==> src/rtl/addsub_arbiter_pkg.sv <==
// Shared constants and helpers for the add/subtract datapath and its arbiter.
//   WORD_W          : datapath width (64)
//   OP_ADD / OP_SUB : requester operation encoding
//   CC_ZF/CC_SF/CC_OF : bit positions of the Y86 condition codes in a cc vector
//   cc_flags()      : condition codes from operands, result and operation
package addsub_arbiter_pkg;

  localparam int WORD_W = 64;

  localparam logic OP_ADD = 1'b0;
  localparam logic OP_SUB = 1'b1;

  localparam int CC_W  = 3;
  localparam int CC_ZF = 2;
  localparam int CC_SF = 1;
  localparam int CC_OF = 0;

  typedef enum logic {
    RESP_EMPTY = 1'b0,
    RESP_FULL  = 1'b1
  } resp_state_e;

  // Overflow is judged against the raw operand B: for a subtract the signs must
  // differ, for an add they must match, and in both cases the result sign must
  // disagree with A.
  function automatic logic [CC_W-1:0] cc_flags(
    input logic signed [WORD_W-1:0] a,
    input logic signed [WORD_W-1:0] b,
    input logic signed [WORD_W-1:0] r,
    input logic                     op
  );
    logic [CC_W-1:0] cc;
    logic            same_sign;
    same_sign = (a[WORD_W-1] == b[WORD_W-1]);
    cc        = '0;
    cc[CC_ZF] = (r == '0);
    cc[CC_SF] = r[WORD_W-1];
    cc[CC_OF] = ((op == OP_SUB) ? !same_sign : same_sign) && (r[WORD_W-1] != a[WORD_W-1]);
    return cc;
  endfunction

endpackage

==> src/rtl/addsub_arbiter_if.sv <==
// Request/response bus of the shared add/subtract unit.
//   req_valid/req_ready : per-requester handshake (ready is one-hot or zero)
//   req_in1/req_in2     : 64-bit operand slices, requester i at [64i+63:64i]
//   req_op              : per-requester op (0 add, 1 subtract)
//   resp_*              : single-entry response with valid/ready handshake
// master = requesters and response consumer, slave = the arbitrated unit.
interface addsub_arbiter_if #(
  parameter int NREQ = 2,
  parameter int IDW  = 1
);
  import addsub_arbiter_pkg::*;

  logic [NREQ-1:0]        req_valid;
  logic [WORD_W*NREQ-1:0] req_in1;
  logic [WORD_W*NREQ-1:0] req_in2;
  logic [NREQ-1:0]        req_op;
  logic [NREQ-1:0]        req_ready;
  logic                   resp_valid;
  logic                   resp_ready;
  logic [IDW-1:0]         resp_id;
  logic [WORD_W-1:0]      resp_out;
  logic                   resp_zf;
  logic                   resp_sf;
  logic                   resp_of;

  modport master (
    output req_valid, req_in1, req_in2, req_op, resp_ready,
    input  req_ready, resp_valid, resp_id, resp_out, resp_zf, resp_sf, resp_of
  );

  modport slave (
    input  req_valid, req_in1, req_in2, req_op, resp_ready,
    output req_ready, resp_valid, resp_id, resp_out, resp_zf, resp_sf, resp_of
  );

endinterface

==> src/rtl/addsub_arbiter_alu.sv <==
// Combinational 64-bit add/subtract with Y86 condition codes.
//   a, b : operands
//   op   : OP_ADD -> a+b, OP_SUB -> a-b
//   r    : result modulo 2^64 (carry-out dropped)
//   cc   : {ZF,SF,OF} at CC_* positions
module addsub64
  import addsub_arbiter_pkg::*;
(
  input  logic signed [WORD_W-1:0] a,
  input  logic signed [WORD_W-1:0] b,
  input  logic                     op,
  output logic signed [WORD_W-1:0] r,
  output logic        [CC_W-1:0]   cc
);

  logic signed [WORD_W-1:0] b_x;

  // Subtract as A + ~B + 1 so one adder serves both operations.
  assign b_x = b ^ {WORD_W{op}};
  assign r   = a + b_x + WORD_W'(op);
  assign cc  = cc_flags(a, b, r, op);

endmodule

==> src/rtl/addsub_arbiter_rr.sv <==
// Round-robin arbiter with a rotating priority pointer.
//   clk, rst  : clock, async active-high reset (pointer -> 0)
//   req       : request vector
//   en        : grants allowed this cycle
//   grant     : one-hot grant (zero when en low or no request)
//   grant_idx : index of the winner (valid when grant_vld)
//   grant_vld : a grant is issued this cycle
module rr_arbiter #(
  parameter  int NREQ = 2,
  localparam int PW   = (NREQ > 1) ? $clog2(NREQ) : 1
) (
  input  logic            clk,
  input  logic            rst,
  input  logic [NREQ-1:0] req,
  input  logic            en,
  output logic [NREQ-1:0] grant,
  output logic [PW-1:0]   grant_idx,
  output logic            grant_vld
);

  logic [PW-1:0] ptr_p1;
  logic [PW-1:0] pick;
  logic          found;
  int            j;

  // Search upward from the pointer, wrapping, and keep the first hit.
  always_comb begin
    found = 1'b0;
    pick  = '0;
    j     = 0;
    for (int k = 0; k < NREQ; k++) begin
      j = int'(ptr_p1) + k;
      if (j >= NREQ) j = j - NREQ;
      if (!found && req[j]) begin
        found = 1'b1;
        pick  = PW'(j);
      end
    end
  end

  assign grant_vld = en && found;
  assign grant_idx = pick;
  assign grant     = grant_vld ? (NREQ'(1) << pick) : '0;

  // Pointer moves just past the winner; holds when nothing is granted.
  always_ff @(posedge clk or posedge rst) begin
    if (rst) begin
      ptr_p1 <= '0;
    end else if (grant_vld) begin
      ptr_p1 <= (pick == PW'(NREQ - 1)) ? '0 : pick + 1'b1;
    end
  end

endmodule

==> src/rtl/addsub_arbiter.sv <==
// Shares one 64-bit add/subtract datapath among NREQ requesters. A round-robin
// arbiter picks one request per cycle; the result, winner ID and condition
// codes land in a single-entry response register one cycle after acceptance.
//   clk, rst : clock, async active-high reset
//   bus      : addsub_arbiter_if.slave (request vectors in, response out)
module addsub_arbiter
  import addsub_arbiter_pkg::*;
#(
  parameter int NREQ = 2,
  parameter int IDW  = 1
) (
  input  logic                 clk,
  input  logic                 rst,
  addsub_arbiter_if.slave      bus
);

  localparam int PW = (NREQ > 1) ? $clog2(NREQ) : 1;

  logic                     can_issue;
  logic [NREQ-1:0]          grant;
  logic [PW-1:0]            gidx;
  logic                     transfer;
  logic signed [WORD_W-1:0] a_p0;
  logic signed [WORD_W-1:0] b_p0;
  logic                     op_p0;
  logic signed [WORD_W-1:0] r_p0;
  logic [CC_W-1:0]          cc_p0;

  resp_state_e              state_p1;
  resp_state_e              state_nxt;
  logic [IDW-1:0]           id_p1;
  logic [WORD_W-1:0]        out_p1;
  logic [CC_W-1:0]          cc_p1;

  // ---- stage 0: arbitration and shared datapath ----
  // A slot frees up in the same cycle the consumer drains it, so resp_ready
  // feeds straight through to req_ready.
  assign can_issue = (state_p1 == RESP_EMPTY) || bus.resp_ready;

  rr_arbiter #(.NREQ(NREQ)) u_arb (
    .clk       (clk),
    .rst       (rst),
    .req       (bus.req_valid),
    .en        (can_issue),
    .grant     (grant),
    .grant_idx (gidx),
    .grant_vld (transfer)
  );

  assign bus.req_ready = grant;

  assign a_p0  = bus.req_in1[int'(gidx)*WORD_W +: WORD_W];
  assign b_p0  = bus.req_in2[int'(gidx)*WORD_W +: WORD_W];
  assign op_p0 = bus.req_op[gidx];

  addsub64 u_alu (
    .a  (a_p0),
    .b  (b_p0),
    .op (op_p0),
    .r  (r_p0),
    .cc (cc_p0)
  );

  // ---- stage 1: response register ----
  always_ff @(posedge clk or posedge rst) begin
    if (rst) state_p1 <= RESP_EMPTY;
    else     state_p1 <= state_nxt;
  end

  always_comb begin
    state_nxt = state_p1;
    case (state_p1)
      RESP_EMPTY: if (transfer) state_nxt = RESP_FULL;
      RESP_FULL:  if (bus.resp_ready && !transfer) state_nxt = RESP_EMPTY;
      default:    state_nxt = RESP_EMPTY;
    endcase
  end

  always_comb begin
    bus.resp_valid = (state_p1 == RESP_FULL);
  end

  // Transfers only happen when the slot is free or draining, so loading on a
  // transfer never overwrites an unconsumed response.
  always_ff @(posedge clk or posedge rst) begin
    if (rst) begin
      id_p1  <= '0;
      out_p1 <= '0;
      cc_p1  <= '0;
    end else if (transfer) begin
      id_p1  <= IDW'(gidx);
      out_p1 <= r_p0;
      cc_p1  <= cc_p0;
    end
  end

  assign bus.resp_id  = id_p1;
  assign bus.resp_out = out_p1;
  assign bus.resp_zf  = cc_p1[CC_ZF];
  assign bus.resp_sf  = cc_p1[CC_SF];
  assign bus.resp_of  = cc_p1[CC_OF];

endmodule

==> src/flat_wrapper.sv <==
// flat-port wrapper written by rule: the top's interface ports become plain ports
module addsub_arbiter_flat import addsub_arbiter_pkg::*;
#(
  parameter int NREQ = 2,
  parameter int IDW  = 1
)
  (clk, rst, bus_req_valid, bus_req_in1, bus_req_in2, bus_req_op, bus_resp_ready, bus_req_ready, bus_resp_valid, bus_resp_id, bus_resp_out, bus_resp_zf, bus_resp_sf, bus_resp_of);
  addsub_arbiter_if #(.NREQ(NREQ), .IDW(IDW)) bus_i ();
  input  logic clk;
  input  logic rst;
  input wire logic [$bits(bus_i.req_valid)-1:0] bus_req_valid;
  input wire logic [$bits(bus_i.req_in1)-1:0] bus_req_in1;
  input wire logic [$bits(bus_i.req_in2)-1:0] bus_req_in2;
  input wire logic [$bits(bus_i.req_op)-1:0] bus_req_op;
  input wire logic [$bits(bus_i.resp_ready)-1:0] bus_resp_ready;
  output wire logic [$bits(bus_i.req_ready)-1:0] bus_req_ready;
  output wire logic [$bits(bus_i.resp_valid)-1:0] bus_resp_valid;
  output wire logic [$bits(bus_i.resp_id)-1:0] bus_resp_id;
  output wire logic [$bits(bus_i.resp_out)-1:0] bus_resp_out;
  output wire logic [$bits(bus_i.resp_zf)-1:0] bus_resp_zf;
  output wire logic [$bits(bus_i.resp_sf)-1:0] bus_resp_sf;
  output wire logic [$bits(bus_i.resp_of)-1:0] bus_resp_of;
  assign bus_i.req_valid = bus_req_valid;
  assign bus_i.req_in1 = bus_req_in1;
  assign bus_i.req_in2 = bus_req_in2;
  assign bus_i.req_op = bus_req_op;
  assign bus_i.resp_ready = bus_resp_ready;
  assign bus_req_ready = bus_i.req_ready;
  assign bus_resp_valid = bus_i.resp_valid;
  assign bus_resp_id = bus_i.resp_id;
  assign bus_resp_out = bus_i.resp_out;
  assign bus_resp_zf = bus_i.resp_zf;
  assign bus_resp_sf = bus_i.resp_sf;
  assign bus_resp_of = bus_i.resp_of;
  addsub_arbiter #(.NREQ(NREQ), .IDW(IDW)) u_core (.clk(clk), .rst(rst), .bus(bus_i));
endmodule
==> config.mk <==
export PLATFORM = sky130hd
export DESIGN_NAME = addsub_arbiter_flat
export DESIGN_NICKNAME = d
export VERILOG_FILES = /design/src/rtl/addsub_arbiter_pkg.sv /design/src/rtl/addsub_arbiter_if.sv /design/src/rtl/addsub_arbiter_alu.sv /design/src/rtl/addsub_arbiter_rr.sv /design/src/rtl/addsub_arbiter.sv /design/src/flat_wrapper.sv
export SDC_FILE = /design/constraint.sdc
export NUM_CORES = 1
export LEC_CHECK = 0
export ABC_CLOCK_PERIOD_IN_PS = 11500
export CAP_MARGIN = 20
export CORE_MARGIN = 2
export CORE_UTILIZATION = 40
export CTS_BUF_LIST = sky130_fd_sc_hd__clkbuf_8
export DETAILED_ROUTE_END_ITERATION = 10
export PLACE_DENSITY = 0.77
export RECOVER_POWER = 50
export SLEW_MARGIN = 0
export SYNTH_ARGS = -nofsm -noshare
export SYNTH_HDL_FRONTEND = slang
export SYNTH_HIERARCHICAL = 1
export SYNTH_SLANG_ARGS = --single-unit
==> constraint.sdc <==
create_clock -name clk -period 11.5 [get_ports clk]
set_input_delay 2.875 -clock clk [delete_from_list [all_inputs] [get_ports clk]]
set_output_delay 2.875 -clock clk [all_outputs]
set_load 0.05 [all_outputs]
== Yosys cells after proc, flatten, opt, wreduce, memory -nomap -nowiden ==
Index checks and enable logic that the tools add are counted.

* Bits in read-only memories: 0
* Output and inout port bits: 71
* Bits in registers: 70
* Memories kept: 0
* RAM bits: 0
* Latch bits: 0

* Bitwise gates (word level): 2
* Reduce and logical (&&, ||, !) cells: 9
* Div/mod/pow operators: 0
* $mul: 0
* Muxes and demuxes: 20
* Shift operators: 3
* Magnitude comparators: 5
* Eq/ne operators: 2
* Add/sub/neg operators: 6

{| class="wikitable"
|+ Operators by type and width
! cell !! count
|-
| 128-bit by 8-bit variable part select with 64-bit output || 2
|-
| 64-bit by 1-bit adder with 64-bit output || 1
|-
| 64-bit adder || 1
|-
| 64-bit logical NOT || 1
|-
| 32-bit by 3-bit less-than comparator with 1-bit output, second input constant || 2
|-
| 32-bit 2-to-1 mux || 2
|-
| 64-bit XOR || 1
|-
| 1-bit 2-to-1 mux || 16
|-
| 1-bit logical AND || 4
|-
| 1-bit logical NOT || 3
|-
| 1-bit by 2-bit subtractor with 3-bit output, second input constant || 1
|-
| 2-bit by 2-bit subtractor with 3-bit output, second input constant || 1
|-
| 1-bit by 1-bit adder with 2-bit output, second input constant || 1
|-
| 1-bit by 2-bit >= comparator with 1-bit output, second input constant || 1
|-
| 2-bit >= comparator, second input constant || 1
|-
| 1-bit by 2-bit less-than comparator with 1-bit output, second input constant || 1
|-
| 2-bit 2-to-1 mux || 1
|-
| 1-bit one-hot mux with 2 select lines || 1
|-
| 1-bit by 1-bit left shift with 2-bit output, first input constant || 1
|-
| 1-bit adder, second input constant || 1
|-
| 1-bit == test || 1
|-
| 1-bit logical OR || 1
|-
| 1-bit != test || 1
|-
| 1-bit NOT || 1
|}

== Depth between registers and ports, before layout ==
Gate-level depths: netlist of run 1.

* Word-level depth: 16
* Depth in mapped cells: 21

== By module ==
The synthesis of run 1 kept the hierarchy.

{| class="wikitable"
|+ By module, submodules not included
! module !! seq. area each (sq um) !! area an instance (sq um) !! instances !! cells each
|-
| addsub64 || 0.0 || 5271.3 || 1 || 766
|-
| addsub_arbiter || 1726.7 || 4129.0 || 1 || 291
|-
| rr_arbiter || 25.0 || 75.1 || 1 || 10
|}

== Least setup slack after synthesis of run 1 ==
OpenSTA, ideal clock, no wires.

* Kind: input to register
* From: input bus_req_valid[0]
* To: register u_core.cc_p1[2]
* Path slack: 3729 ps
* Cell stages on the path: 21
* Arrival: 7704 ps
* Path through: nand2b_1 -> and2_1 -> buf_2 -> mux2_2 -> buf_2 -> buf_1 -> xor2_1 -> ha_1 -> buf_6 -> a21oi_4 -> o21ai_2 -> o31ai_4 -> a31oi_2 -> or3_1 -> a221o_1 -> or4_1 -> or4b_1 -> nor4_2 -> nand4_1 -> nor4_2 -> mux2_2

* Word-level cells in the longest chain between the ends: 13
* Elaborated cells between the ends (all ways): 21

{| class="wikitable"
|+ RTL lines
! what !! RTL line !! source
|-
| from (decl) || flat_wrapper.sv:11 || <nowiki>input wire logic [$bits(bus_i.req_valid)-1:0] bus_req_valid;</nowiki>
|-
| 1-bit 2-to-1 mux (not written as such) (3 in a row) || addsub_arbiter_rr.sv:34 || <nowiki>if (!found && req[j]) begin</nowiki>
|-
| 1-bit 2-to-1 mux || addsub_arbiter_rr.sv:34 ||
|-
| 1-bit logical NOT || addsub_arbiter_rr.sv:34 ||
|-
| 1-bit logical AND || addsub_arbiter_rr.sv:34 ||
|-
| 1-bit 2-to-1 mux * || addsub_arbiter_rr.sv:34 ||
|-
| via u_core.gidx || addsub_arbiter.sv:21 || <nowiki>logic [PW-1:0] gidx;</nowiki>
|-
| 1-bit 2-to-1 mux (not written as such) * (2 in a row) || addsub_arbiter.sv:54 || <nowiki>assign op_p0 = bus.req_op[gidx];</nowiki>
|-
| via u_core.op_p0 || addsub_arbiter.sv:25 || <nowiki>logic op_p0;</nowiki>
|-
| 64-bit XOR || addsub_arbiter_alu.sv:19 || <nowiki>assign b_x = b ^ {WORD_W{op}};</nowiki>
|-
| 64-bit adder || addsub_arbiter_alu.sv:20 || <nowiki>assign r = a + b_x + WORD_W'(op);</nowiki>
|-
| 64-bit by 1-bit adder with 64-bit output * || addsub_arbiter_alu.sv:20 ||
|-
| 64-bit logical NOT * || addsub_arbiter_pkg.sv:36 || <nowiki>cc[CC_ZF] = (r == '0);</nowiki>
|-
| via u_core.cc_p0[2] || addsub_arbiter.sv:27 || <nowiki>logic [CC_W-1:0] cc_p0;</nowiki>
|-
| to (signal assigned) || addsub_arbiter.sv:93 || <nowiki>cc_p1 <= cc_p0;</nowiki>
|-
| to (decl) || addsub_arbiter.sv:33 || <nowiki>logic [CC_W-1:0] cc_p1;</nowiki>
|}

Mark *: on every way through the listed nets, which the timed path passes. The rest lies on a longest branch. The select of a mux whose other input is x is not followed.
A chain may end at the register's enable or synchronous reset.

== Final worst setup path of run 1 ==
* From: input bus_req_valid[0]
* To: register u_core.cc_p1[2]

* Word-level cells in the longest chain between the ends: 13
* Elaborated cells between the ends (all ways): 21

{| class="wikitable"
|+ RTL lines
! what !! RTL line !! source
|-
| 1-bit 2-to-1 mux (not written as such) (3 in a row) || addsub_arbiter_rr.sv:34 ||
|-
| 1-bit 2-to-1 mux || addsub_arbiter_rr.sv:34 ||
|-
| 1-bit logical NOT || addsub_arbiter_rr.sv:34 ||
|-
| 1-bit logical AND || addsub_arbiter_rr.sv:34 ||
|-
| 1-bit 2-to-1 mux * || addsub_arbiter_rr.sv:34 ||
|-
| via u_core.gidx || addsub_arbiter.sv:21 ||
|-
| 1-bit 2-to-1 mux (not written as such) * (2 in a row) || addsub_arbiter.sv:54 ||
|-
| via u_core.op_p0 || addsub_arbiter.sv:25 ||
|-
| 64-bit XOR || addsub_arbiter_alu.sv:19 ||
|-
| 64-bit adder || addsub_arbiter_alu.sv:20 ||
|-
| 64-bit by 1-bit adder with 64-bit output * || addsub_arbiter_alu.sv:20 ||
|-
| via u_core.r_p0[45] || addsub_arbiter.sv:26 || <nowiki>logic signed [WORD_W-1:0] r_p0;</nowiki>
|-
| 64-bit logical NOT * || addsub_arbiter_pkg.sv:36 ||
|-
| via u_core.cc_p0[2] || addsub_arbiter.sv:27 ||
|}

Marked as above.

==> results of run 1 <==
==> per-layer routing <==
| layer | vias to the layer above | wire [um] |
|---|---|---|
| met4 | 0 | 746 |
| met5 | - | 0 |
| met1 | 4496 | 13200 |
| li1 | 4571 | - |
| met2 | 466 | 15360 |
| met3 | 44 | 2587 |
==> cells by family after synthesis <==
family | after synthesis | synth area share
compound gates | 268 | 0.1913
simple gates | 266 | 0.1449
flops | 70 | 0.1849
mux | 202 | 0.2410
buf+inv | 83 | 0.04529
xor+xnor | 109 | 0.1008
fa+ha+maj | 69 | 0.09191
==> worst max-delay path, delay by kind of cell <==
family	cells	cell delay [ps]
AO/OA/AOI/OAI	3	840
XOR/XNOR	2	290
adder cells (fa/ha/maj)	1	530
buffers and inverters	2	1040
multiplexers	2	820
AND/OR/NAND/NOR	9	2870
==> worst paths after layout <==
kind / to / depth (start not counted)
max: u_core/cc_p1[2]$_DFFE_PP0P_ / 19
min: u_core/bus.resp_out[29]$_DFFE_PP0P_ / 1
max reg2reg: u_core/cc_p1[2]$_DFFE_PP0P_ / 18
min reg2reg: u_core/bus.resp_out[29]$_DFFE_PP0P_ / 1
max in group asynchronous: u_core/bus.resp_out[29]$_DFFE_PP0P_ / 3
min in group asynchronous: u_core/u_arb/ptr_p1$_DFFE_PP0N_ / 2
==> registers in the layout (all words and copies together) (netlist names) <==
register               cells
u_core/bus.resp_id         1
u_core/cc_p1               3
u_core/u_arb/ptr_p1        1
u_core/bus.resp_out       64
u_core/bus.resp_valid      1
==> layout by cell type (no fill, tap or decap), types with 3 or more instances in the layout <==
master	count
a31oi_1	12
clkdlybuf4s50_1	298
or3_1	9
o21bai_1	7
a311oi_1	3
o31ai_1	7
o21ai_0	46
nor3_1	18
a21oi_1	75
mux2_2	198
clkbuf_8	10
xnor2_1	25
nor2b_1	7
nor4b_1	5
dlygate4sd3_1	35
nand2_1	75
o21ai_1	8
or4_1	8
o221ai_1	5
and3_1	8
a31o_2	4
a211oi_1	9
inv_1	19
nand4_1	24
nand2b_1	12
and2_1	5
ha_1	68
dfrtp_1	70
nand3_1	12
a21o_1	29
and4_1	7
nor2_1	55
xor2_1	84
a2111oi_0	3
o211ai_1	6
nor4_1	9
o21a_1	13
a311o_1	3
==> through the flow <==
stage          instance area [um2]  instances  hold WS, ps    util
3_3_place_gp                 12890       1659        489.5  0.5524
3_5_place_dp                 12890       1659        494.4  0.5524
6_report                     13090       1675        505.7  0.5608
5_1_grt                      13090       1675        522.7  0.5608
4_1_cts                      13100       1675        514.3  0.5613
2_1_floorplan                 9475       1067        463.8       -
==> power breakdown <==
part	internal [mW]	switching [mW]	leakage (nW)
Sequential	0.368	0.0593	0.819
Clock	0.108	0.117	0.103
Combinational	0.779	1.26	4.26
Total	1.26	1.44	5.18
==> cell type report <==
| type | count | share of cell area |
|---|---|---|
| multi-input combinational | 914 | 0.5579 |
| timing repair buffer | 336 | 0.2562 |
| sequential | 70 | 0.1339 |
| tap | 319 | 0.03050 |
| clock buffer | 10 | 0.01052 |
| inverter | 20 | 0.005737 |
| clock inverter | 6 | 0.005259 |
==> metrics.cfg, run 1 <==
[outcome]
status = complete, but fails checks
violations = max-capacitance violations, max-slew violations

[synth]
netlist_area_um2 = 9475
syn_inst = 1067
synth_top_area_frac = 0.2365
synth_area_per_cell_um2 = 8.880
synth_commonest_cells = 199 x mux2_2, 84 x xor2_1, 75 x a21oi_1, 75 x nand2_1, 70 x dfrtp_1
synth_edf_count = 0
yosys-top-cells-area = mux2_2 24%, dfrtp_1 18%, ha_1 9.0%
syn-num-nets = 1399
synth_cell_types = 81
synth-warning-count = 6
yosys.cell_count.top_type = mux2_2
synthArstFlopShare = 1.000
yosysSeqAreaShare = 0.1849
ys.flop_type = dfrtp_1
ys_ff_latch = 70
synth_area_leader_cell = mux2_2

[timing]
skew_ps = 11.06
rsz0062_at_grt = no
fin_setup_tns_ps = 0
finalSetupViolCount = 0
setup_ws_ps = 2457
fin_crit_sh = 0.7864
slew_viol_final = 140
slew_headroom = -1.640
fin_crit_ps = 9043
hold_viol_final = 0
fmax_mhz = 110.6
worst_pin_slew_ps = 3961

[clocking]
holdBufCountCts = 0
cts_buffers = 9
htree_levels = 3
clk_pin_slew_ps = 90
clkSinkCount = 70
cts_root_buffer = clkbuf_8
cts_buffer_depth = 2
post_cts_resized = 0
postCtsSetupRepairBufs = 0
cts_tree = done
insertion_delay_ps = 380

[worst_hold_path]
hold_start = u_core/bus.resp_out[29]$_DFFE_PP0P_
hold_class = reg2reg

[global_route]
gr-usage-met1 = 0.3096
grt_pass1_vias = 9382
antenna_found_initial = 0
met2_usage = 0.4437
grt_use_met3 = 0.04243
top_usage_layer = met2
grt_overflow_total = 0
grt_pass1_wl_mm = 49.12
grt_util_all_layers = 0.2494
grt_start_max_net_pins = 76

[run]
maxCapViolCount = 2

[worst_setup_path]
start_kind = input port
path_class = in2reg
r2r_slack_ps = 5000
worstPathRequired_ps = 11810
cp-end-kind = flop
cp_slowest_cell = and2_4
arrival_ps = 9350
r2r_start = u_core/u_arb/ptr_p1$_DFFE_PP0N_
crit_path_start = bus_req_valid[0]
cp_max_fo = 75
crit_chain = clkdlybuf4s50_1, nand2b_1, and2_4, mux2_4, buf_4, xor2_1, ha_1, and4_1, nor4b_1, nand2_1, o2111a_1, o211ai_1, xor2_1, a2111oi_0, or4b_1, nor4_2, nand4_1, nor4_2, mux2_2
slowest_delay_ps = 750

[cells_and_area]
seqCellArea_um2 = 1752
syn_to_final_growth_pct = 38.10
multi_input_area_um2 = 7301
fillers = 2134
drive_gt1_frac = 0.1770
n_antenna_cell = 0
fin_nets = 1683

[drt]
vias_per_cell = 5.718
drtPass1Iterations = 6
drt_iter0_drc = 615
vias = 9577
wl_per_cell_um = 19.04
ant_nets = 0
drt-total-wl_mm = 31.89
drcViolationCount = 0

[die]
io_pins = 334
die_h_um = 157.9
fp.dieArea_um2 = 24940
start_util = 0.4061
rows = 56
coreArea_um2 = 23330
die_w_um = 157.9

[pwr]
peakVddDrop_uv = 135.3
pwr_density_cell_nw_per_um2 = 205.9
power_mw = 2.694
leakagePower_nw = 5.178

[placed_design]
gp_congestion = 0.9418
post-place-ws_ps = 2124
io_buffers = 333
dp_hpwl_mm = 25.90

(Power assumes the default switching activity.)
==> inputs of run 2 (changes only) <==
--- a/config.mk
+++ b/config.mk
@@ -5,7 +5,7 @@
 export SDC_FILE = /design/constraint.sdc
 export NUM_CORES = 1
 export LEC_CHECK = 0
-export ABC_CLOCK_PERIOD_IN_PS = 11500
+export ABC_CLOCK_PERIOD_IN_PS = 8800
 export CAP_MARGIN = 20
 export CORE_MARGIN = 2
 export CORE_UTILIZATION = 40
==> constraint.sdc (replaced) <==
create_clock -name clk -period 8.8 [get_ports clk]
set_input_delay 2.2 -clock clk [delete_from_list [all_inputs] [get_ports clk]]
set_output_delay 2.2 -clock clk [all_outputs]
set_load 0.05 [all_outputs]
==> metrics.cfg, run 2 (synthesis results as in run 1) <==
[outcome]
status = complete, but fails checks  ; unchanged
violations = max-capacitance violations, max-slew violations  ; unchanged

[global_route]
grt_util_all_layers = 0.2538  ; was 0.2494
grt_pass1_wl_mm = 49.83  ; was 49.12 mm
grt_overflow_total = 0  ; unchanged
antenna_found_initial = 0  ; unchanged
grt_start_max_net_pins = 70  ; was 76
grt_pass1_vias = 9586  ; was 9382

[cells_and_area]
fillers = 2173  ; was 2134
final_cell_area_um2 = 13100  ; was 13090 um2
fin_nets = 1686  ; was 1683
largest_register_ffs = 64  ; unchanged
n_antenna_cell = 0  ; unchanged
mostFrequentLayoutCells = 298 x clkdlybuf4s50_1, 198 x mux2_2, 84 x xor2_1  ; unchanged
postLayoutCoreUtil = 0.5616  ; was 0.5608
final_common_cell = clkdlybuf4s50_1  ; unchanged
syn_to_final_growth_pct = 38.29  ; was 38.10%
layout.cells.non_filler = 1678  ; was 1675
drive_gt1_frac = 0.1788  ; was 0.1770

[run]
maxCapViolCount = 2  ; unchanged

[clocking]
holdBufCountCts = 0  ; unchanged
clkSinkCount = 70  ; unchanged
htree_levels = 3  ; unchanged
cts_buffers = 9  ; unchanged
post_cts_resized = 0  ; unchanged
clk_pin_slew_ps = 80  ; was 90 ps
insertion_delay_ps = 380  ; about the same
cts_tree = done  ; unchanged
cts_root_buffer = clkbuf_8  ; unchanged
cts_buffer_depth = 2  ; unchanged
postCtsSetupRepairBufs = 0  ; unchanged

[drt]
route.top_layer_used = met4  ; unchanged
drt_iter0_drc = 544  ; was 615
wl_per_cell_um = 19.33  ; was 19.04 um
ant_nets = 0  ; unchanged
met2RoutedLength_mm = 15.51  ; was 15.36 mm
drtPass1Iterations = 5  ; was 6
drt-total-wl_mm = 32.43  ; was 31.89 mm
vias_per_cell = 5.695  ; was 5.718
drcViolationCount = 0  ; unchanged
wl_met1_mm = 13.30  ; was 13.20 mm
vias = 9557  ; was 9577
wl_met3_mm = 2.539  ; was 2.587 mm

[pwr]
power_mw = 3.524  ; was 2.694 mW
pwr_density_cell_nw_per_um2 = 268.9  ; was 205.9 nW/um2
leakagePower_nw = 5.195  ; was 5.178 nW
peakVddDrop_uv = 283.4  ; was 135.3 uV

[timing]
fin_crit_sh = 0.8935
rsz0062_at_grt = no  ; unchanged
fin_setup_tns_ps = 0  ; unchanged
skew_ps = 10.11  ; was 11.06 ps
worst_pin_slew_ps = 3845  ; was 3961 ps
setup_ws_ps = 937.2  ; was 2457 ps
slew_viol_final = 140  ; unchanged
fin_crit_ps = 7863
whs_ps = 503.0  ; was 505.7 ps
hold_viol_final = 0  ; unchanged
fmax_mhz = 127.2
finalSetupViolCount = 0  ; unchanged
slew_headroom = -1.564  ; was -1.640

[die]
rows = 56  ; unchanged
coreArea_um2 = 23330  ; unchanged
die_w_um = 157.9  ; unchanged
fp.dieArea_um2 = 24940  ; unchanged
io_pins = 334  ; unchanged
start_util = 0.4061  ; unchanged
die_h_um = 157.9  ; unchanged

[placed_design]
dp_hpwl_mm = 26.49  ; was 25.90 mm
io_buffers = 333  ; unchanged
place_area_um2 = 12910  ; was 12890 um2
dp_cells = 1662  ; was 1659
gp_congestion = 0.9682  ; was 0.9418
post-place-ws_ps = 641.9  ; was 2124 ps

[worst_setup_path]
cp_top_family = compound AO/OA/AOI/OAI gates  ; was simple AND/OR/NAND/NOR gates
path_class = in2reg  ; unchanged
start_kind = input port  ; unchanged
crit_chain = clkdlybuf4s50_1, nand2b_1, and2_4, mux2_4, xor2_1, inv_1, fa_1, nand2b_1, a21oi_2, a221oi_2, o32a_1, a21oi_1, o221ai_1, a2111oi_0, or4b_1, nor4_2, nand4_1, nor4_2, mux2_2  ; was clkdlybuf4s50_1, nand2b_1, and2_4, mux2_4, buf_4, xor2_1, ha_1, and4_1, nor4b_1, nand2_1, o2111a_1, o211ai_1, xor2_1, a2111oi_0, or4b_1, nor4_2, nand4_1, nor4_2, mux2_2
cp_slowest_cell = mux2_4  ; was and2_4
cp-end-kind = flop  ; unchanged
slowest_delay_ps = 730  ; was 750 ps
cp_max_fo = 46  ; was 75
arrival_ps = 8160  ; was 9350 ps
worstPathBufferInverterCount = 2  ; unchanged
worstPathRequired_ps = 9100  ; was 11810 ps

[worst_hold_path]
hold_class = reg2reg  ; unchanged

## run 2: report_power, final
group / total (mW) / internal [mW] / switching (mW)
Combinational: 2.67 / 1.02 / 1.65
Sequential: 0.569 / 0.481 / 0.0881
Clock: 0.282 / 0.135 / 0.147
Total: 3.52 / 1.64 / 1.89
## run 2: metal layers
metal	vias to the layer above	global-route usage
met5	-	0
met4	0	0.09567
met3	74	0.05365
met2	444	0.4387
met1	4469	0.3087
li1	4570	-
## run 2: worst paths after layout
path                                                     start                                   to  slack (ps)  cells past startpoint
max                                           bus_req_valid[0]          u_core/cc_p1[2]$_DFFE_PP0P_         940                     19
min                        u_core/bus.resp_out[62]$_DFFE_PP0P_  u_core/bus.resp_out[62]$_DFFE_PP0P_         500                      1
max reg2reg                    u_core/u_arb/ptr_p1$_DFFE_PP0N_          u_core/cc_p1[2]$_DFFE_PP0P_        2790                     18
min reg2reg                u_core/bus.resp_out[62]$_DFFE_PP0P_  u_core/bus.resp_out[62]$_DFFE_PP0P_         500                      1
max in group asynchronous                                  rst  u_core/bus.resp_out[51]$_DFFE_PP0P_        2860                      3
min in group asynchronous                                  rst      u_core/u_arb/ptr_p1$_DFFE_PP0N_        2120                      2
## run 2: layout make-up
type | count | area (um2) | share of cell area
Clock buffer | 9 | 123.9 | 0.009453
Clock inverter | 7 | 78.83 | 0.006015
Tap cell | 319 | 399.1 | 0.03046
Sequential cell | 70 | 1752 | 0.1337
Timing Repair Buffer | 339 | 3374 | 0.2575
Inverter | 20 | 75.07 | 0.005729
Multi-Input combinational cell | 914 | 7301 | 0.5571
